===== src/rtl/fpu_issue_ctrl.sv =====
// fpu_issue_ctrl: request FIFO plus issue/collect FSM in front of the fpu.
// Optional feature macro: FPU_ILLEGAL_OP_CHK_EN. When it is defined, a popped op of
// 4'b0000 is answered directly with rsp_err=1 and a zero result. When it is not
// defined, op 4'b0000 is issued like any short op.
//
// state   | meaning
// --------+----------------------------------------------------------
// S_IDLE  | nothing in flight; pops the FIFO head when one is present
// S_ISSUE | operands/control presented to fpu, latency counter loaded
// S_WAIT  | counting down fpu latency; result captured when cnt==1
// S_RESP  | response held on rsp_* until rsp_ready
module fpu_issue_ctrl #(
  parameter int OPW      = 5,
  parameter int RESW     = 32,
  parameter int TAGW     = 4,
  parameter int DEPTH    = 4,
  parameter int EU_LAT   = 1,
  parameter int LONG_LAT = 8
) (
  input  logic            clk,
  input  logic            rst,
  input  logic            req_valid,
  output logic            req_ready,
  input  logic [OPW-1:0]  req_a,
  input  logic [OPW-1:0]  req_b,
  input  logic [3:0]      req_op,
  input  logic [TAGW-1:0] req_tag,
  output logic [OPW-1:0]  eu_op_a,
  output logic [OPW-1:0]  eu_op_b,
  output logic [3:0]      eu_ctrl,
  input  logic [RESW-1:0] eu_result,
  output logic            rsp_valid,
  input  logic            rsp_ready,
  output logic [RESW-1:0] rsp_result,
  output logic [TAGW-1:0] rsp_tag,
  output logic            rsp_err,
  output logic            busy
);

  localparam int PW = (DEPTH > 1) ? $clog2(DEPTH) : 1;
  localparam int CW = PW + 1;
  localparam int LW = $clog2(LONG_LAT + 1);
  localparam int EW = 2 * OPW + 4 + TAGW;

  localparam logic [3:0] OP_DIV  = 4'b1101;
  localparam logic [3:0] OP_SQRT = 4'b1110;

  typedef enum logic [1:0] {S_IDLE, S_ISSUE, S_WAIT, S_RESP} state_t;

  state_t state, state_nxt;

  logic [EW-1:0]   fifo_mem [DEPTH];
  logic [PW-1:0]   wr_ptr, rd_ptr;
  logic [CW-1:0]   count;
  logic            full, empty, push, pop;
  logic [OPW-1:0]  head_a, head_b;
  logic [3:0]      head_op;
  logic [TAGW-1:0] head_tag;
  logic            head_illegal;
  logic [TAGW-1:0] cur_tag;
  logic [LW-1:0]   cnt;
  logic            is_long;

  assign full      = (count == CW'(DEPTH));
  assign empty     = (count == '0);
  // A full FIFO refuses the push even when the FSM pops in the same cycle.
  assign req_ready = !full && !rst;
  assign push      = req_valid && req_ready;
  assign {head_a, head_b, head_op, head_tag} = fifo_mem[rd_ptr];
  assign busy      = !empty || (state != S_IDLE);
  assign is_long   = (eu_ctrl == OP_DIV) || (eu_ctrl == OP_SQRT);

`ifdef FPU_ILLEGAL_OP_CHK_EN
  assign head_illegal = (head_op == 4'b0000);
`else
  assign head_illegal = 1'b0;
`endif

  // FIFO storage write; contents need no reset since count gates every read
  always_ff @(posedge clk) begin
    if (push) fifo_mem[wr_ptr] <= {req_a, req_b, req_op, req_tag};
  end

  // FIFO pointers and occupancy
  always_ff @(posedge clk) begin
    if (rst) begin
      wr_ptr <= '0;
      rd_ptr <= '0;
      count  <= '0;
    end else begin
      if (push) wr_ptr <= wr_ptr + PW'(1);
      if (pop)  rd_ptr <= rd_ptr + PW'(1);
      case ({push, pop})
        2'b10:   count <= count + CW'(1);
        2'b01:   count <= count - CW'(1);
        default: count <= count;
      endcase
    end
  end

  // FSM state register
  always_ff @(posedge clk) begin
    if (rst) state <= S_IDLE;
    else     state <= state_nxt;
  end

  // FSM next state and FIFO pop; RESP pops directly into ISSUE to avoid an IDLE bubble
  always_comb begin
    state_nxt = state;
    pop       = 1'b0;
    case (state)
      S_IDLE: begin
        if (!empty) begin
          pop       = 1'b1;
          state_nxt = head_illegal ? S_RESP : S_ISSUE;
        end
      end
      S_ISSUE: state_nxt = S_WAIT;
      S_WAIT: begin
        if (cnt == LW'(1)) state_nxt = S_RESP;
      end
      S_RESP: begin
        if (rsp_ready) begin
          if (!empty) begin
            pop       = 1'b1;
            state_nxt = head_illegal ? S_RESP : S_ISSUE;
          end else begin
            state_nxt = S_IDLE;
          end
        end
      end
      default: state_nxt = S_IDLE;
    endcase
  end

  // Operand latch, latency counter and response capture
  always_ff @(posedge clk) begin
    if (rst) begin
      eu_op_a    <= '0;
      eu_op_b    <= '0;
      eu_ctrl    <= '0;
      cur_tag    <= '0;
      cnt        <= '0;
      rsp_valid  <= 1'b0;
      rsp_result <= '0;
      rsp_tag    <= '0;
      rsp_err    <= 1'b0;
    end else begin
      rsp_valid <= (state_nxt == S_RESP);
      if (pop) begin
        eu_op_a <= head_a;
        eu_op_b <= head_b;
        eu_ctrl <= head_op;
        cur_tag <= head_tag;
        if (head_illegal) begin
          rsp_result <= '0;
          rsp_tag    <= head_tag;
          rsp_err    <= 1'b1;
        end
      end else if (state_nxt == S_IDLE) begin
        // operands are left as they were; only the control code is parked
        eu_ctrl <= 4'b0000;
      end
      if (state == S_ISSUE) begin
        cnt <= is_long ? LW'(LONG_LAT) : LW'(EU_LAT);
      end else if (state == S_WAIT) begin
        cnt <= cnt - LW'(1);
        if (cnt == LW'(1)) begin
          rsp_result <= eu_result;
          rsp_tag    <= cur_tag;
          rsp_err    <= 1'b0;
        end
      end
    end
  end

endmodule


===== config.mk =====
export PLATFORM = sky130hd
export DESIGN_NAME = fpu_issue_ctrl
export DESIGN_NICKNAME = d
export VERILOG_FILES = /design/src/rtl/fpu_issue_ctrl.sv
export SDC_FILE = /design/constraint.sdc
export NUM_CORES = 1
export LEC_CHECK = 0
export ABC_AREA = 1
export ABC_CLOCK_PERIOD_IN_PS = 3100
export CELL_PAD_IN_SITES_DETAIL_PLACEMENT = 0
export CELL_PAD_IN_SITES_GLOBAL_PLACEMENT = 1
export CORE_AREA = 2 2 123 125
export DETAILED_ROUTE_END_ITERATION = 16
export DIE_AREA = 0 0 125 127
export PLACE_DENSITY_LB_ADDON = 0.1
export SLEW_MARGIN = 20
export SYNTH_ARGS = -nofsm -noshare
export SYNTH_HDL_FRONTEND = slang
export SYNTH_SLANG_ARGS = --single-unit

===== constraint.sdc =====
create_clock -name clk -period 3.1 [get_ports clk]
set_clock_uncertainty 0.2 [all_clocks]
set_input_delay 0.62 -clock clk [delete_from_list [all_inputs] [get_ports clk]]
set_output_delay 0.62 -clock clk [all_outputs]
set_load 0.02 [all_outputs]

==> results.toml <==
[status]
run_status = "completed"

[die]
die-height_microns = 127
dieArea_sq_um = 15900
rows = 44
chipWidth_microns = 125
pin_count = 108
initial_core_util_pct = 39.4
core_area_sq_um = 14400

[clock_network]
clk_latency_ns = 0.41
clk_path_buf_depth = 2
cts.clk_slew.worst_paths_ns = 0.06
cts_sinks = 142
htree_levels = 4
cts_setup_buffers = 0
cts_hold_buf = 0
cts_root_buf = "clkbuf_16"
cts_tree = "done"
cts_buffers = 17
post_cts_resized = 0

[power_and_ir_drop]
total_leakage_power_nw = 2.55
p_sw_mw = 1.96
pwr-share-comb_pct = 28.4
p_clk_share_pct = 33.0
power_per_cell_area_nw_per_um2 = 806
vdd_ir_drop_max_v = 0.000451
swShare_pct = 32.7
power.internal_mw = 4.03
p_seq_share_pct = 38.6

[yosys]
yosysTopAreaCellShare_pct = 38.1
synth-seq-area-share_pct = 62.8
synth_area_leader_cell = "edfxtp_1"
synth_area_leaders = "edfxtp_1 38%, dfxtp_1 25%, nand2_1 6.0%"
synth_most_common_cell = "nand2_1"
avgSynthCellArea_sq_um = 10.4
ys_top_cells_by_count = "91 x nand2_1, 72 x edfxtp_1, 70 x dfxtp_1"
synth_cells = 547
synthArstFlopShare_pct = 0
synth_area_sq_um = 5680
synth.distinct_cells = 32
ys_ff_latch = 142
ys.flop_type = "edfxtp_1"
synth_edf_count = 72
synth_warnings = 0
synth.net_count = 615

[route]
first_iter_violations = 258
wl_per_cell_microns = 15.3
drc = 0
dr.pass1.iters = 6
via_per_inst = 5.03
postRouteAntennaNets = 0
route.vias.total = 4242
wl_microns = 12900

[final_layout]
n_fill_cell = 1297
final_util_pct = 51.6
drive_gt1_share_pct = 10.3
num-nets-final = 714
area_growth_pct = 31.1
antenna_cells = 0

[grt]
grt_pass1_wl_microns = 20800
grt_pass1_vias = 4084
globalRouteTotalUtil_pct = 16.5
antenna_found_initial = 0
grt_overflow = 0
grt_max_degree = 69

[placement]
post-dp-hpwl_microns = 7990
port_buffers = 106
gp_congestion = 0.745
dp_slack_ns = 0.357

[critical_path]
critical-path-top-delay-family = "buffers and inverters"
crit_required_ns = 2.28
crit_chain = "inv_1, ha_1, nand2_1, clkdlybuf4s50_1"
start_kind = "flip-flop"
slowest_delay_ns = 0.59
cp_max_fo = 6
worstSetupPathType = "reg2out"
path_buf_inv = 2
cp_slowest_cell = "clkdlybuf4s50_1"
worstPathArrival_ns = 1.82
cp-end-kind = "output pin"

[timing]
tightest_slew_ns = 0.837
fmax_mhz = 378
timing.final.ws_setup_ns = 0.457
final.min_clock_period_ns = 2.64
relSlewSlack_pct = 44.2
hold_viol = 0
finalMaxSlewViolations = 0
fin_setup_tns_ns = 0
setup-violations-final = 0
grt_setup_unrepaired = "false"
period_share_pct = 85.3

[flow_run]
maxCapViolations = 0

[worst_hold_path]
hold_path.class = "reg2reg"
-- logic make-up (layout without fill, tap and decap cells) --
kind of cell               Yosys count  in the layout  synth area share, %
and+or+nand+nor                    199            199                 15.6
DFF                                142            142                 62.8
AOI/OAI and AO/OA                  127            127                 12.9
buffers and inverters               61            173                 4.98
adders and majority gates           14             14                 3.22
xor gates and xnor gates             3              3                0.463
other                                1              1               0.0661
-- layout make-up --
class / count / area, sq um / share of cell area, %
tap: 184 / 230 / 3.09
clock inverter: 13 / 140 / 1.88
multi-input combinational: 344 / 1830 / 24.6
timing repair buffer: 118 / 1150 / 15.4
sequential: 142 / 3560 / 47.9
inverter: 23 / 88.8 / 1.19
clock buffer: 19 / 443 / 5.95
-- layout by cell type (no fill, tap or decap), types with 2 or more instances in the layout --
cell             synthesis  layout
nand4_1                 36      36
clkdlybuf4s50_1          0     105
a21oi_1                 49      49
inv_6                    0       2
nor3_1                   3       3
inv_1                   20      20
xor2_1                   3       3
dfxtp_1                 70      70
o21ai_1                  2       2
buf_4                    2      12
o21ai_0                 37      37
nand3_1                 10      10
ha_1                    13      13
nor2_1                  54      53
o22ai_1                 19      19
clkinv_2                 0       3
a21oi_2                 17      17
clkinvlp_4               0       4
bufinv_16                0       2
o21bai_1                 2       2
clkinv_4                 0       2
edfxtp_1                72      72
inv_2                    2       2
clkbuf_16                0      17
nand2_1                 91      91
-- power by group through the flow --
| stage | clock network (mW) | logic, mW | registers, mW |
|---|---|---|---|
| 6_report | 1.98 | 1.70 | 2.31 |
| 5_1_grt | 2.11 | 1.89 | 2.34 |
| 4_1_cts | 2.04 | 1.73 | 2.31 |
| 3_5_place_dp | 0 | 1.72 | 2.35 |
| 3_3_place_gp | 0 | 1.71 | 2.35 |
| 2_1_floorplan | 0 | 1.07 | 2.45 |
-- flip-flops by register name, indices dropped and copies added (netlist names), named ones only --
register	cells
fifo_mem	72
rsp_result	32
eu_op_a	5
eu_op_b	5
cnt	4
cur_tag	4
eu_ctrl	4
rsp_tag	4
count	3
rd_ptr	2
state	2
wr_ptr	2
rsp_valid	1
-- final timing paths --
path / start / depth (start not counted) / slack, ns / end
worst min-delay path: rsp_result[11]$_SDFFE_PP0P_ / 2 / 0.26 / rsp_result[11]$_SDFFE_PP0P_
worst max register to register: state[0]$_SDFF_PP0_ / 10 / 0.58 / count[2]$_SDFFE_PP0P_
worst max-delay path: state[0]$_SDFF_PP0_ / 4 / 0.46 / busy
worst min register to register: rsp_result[11]$_SDFFE_PP0P_ / 2 / 0.26 / rsp_result[11]$_SDFFE_PP0P_
-- stage by stage --
step / power (mW) / hold WS, ns / instance area, sq um / cells
2_1_floorplan: 3.52 / 0.244 / 5680 / 547
3_3_place_gp: 4.06 / 0.249 / 6860 / 811
3_5_place_dp: 4.07 / 0.254 / 6860 / 811
4_1_cts: 6.09 / 0.263 / 7440 / 843
5_1_grt: 6.34 / 0.280 / 7440 / 843
6_report: 6.00 / 0.258 / 7440 / 843
-- worst register-to-register path, cell delays in order (launching register included) --
cell and delay, ns:
dfxtp_1 0.39, inv_1 0.13, ha_1 0.45, or2_4 0.20, nor2_8 0.03, ha_1 0.21, fa_1 0.40, nor2_1 0.17
nor2_1 0.06, nor2_1 0.09, nor3_1 0.05
-- routing by layer --
| metal | global-route usage [%] | vias up | share of wire [%] |
|---|---|---|---|
| met1 | 21.1 | 2016 | 46 |
| met4 | 6.54 | 0 | 1.3 |
| met2 | 27.6 | 100 | 49 |
| li1 | - | 2115 | - |
| met3 | 3.48 | 11 | 4.1 |
| met5 | 0 | - | 0 |
Note: power is estimated with default switching activity, not from simulation.
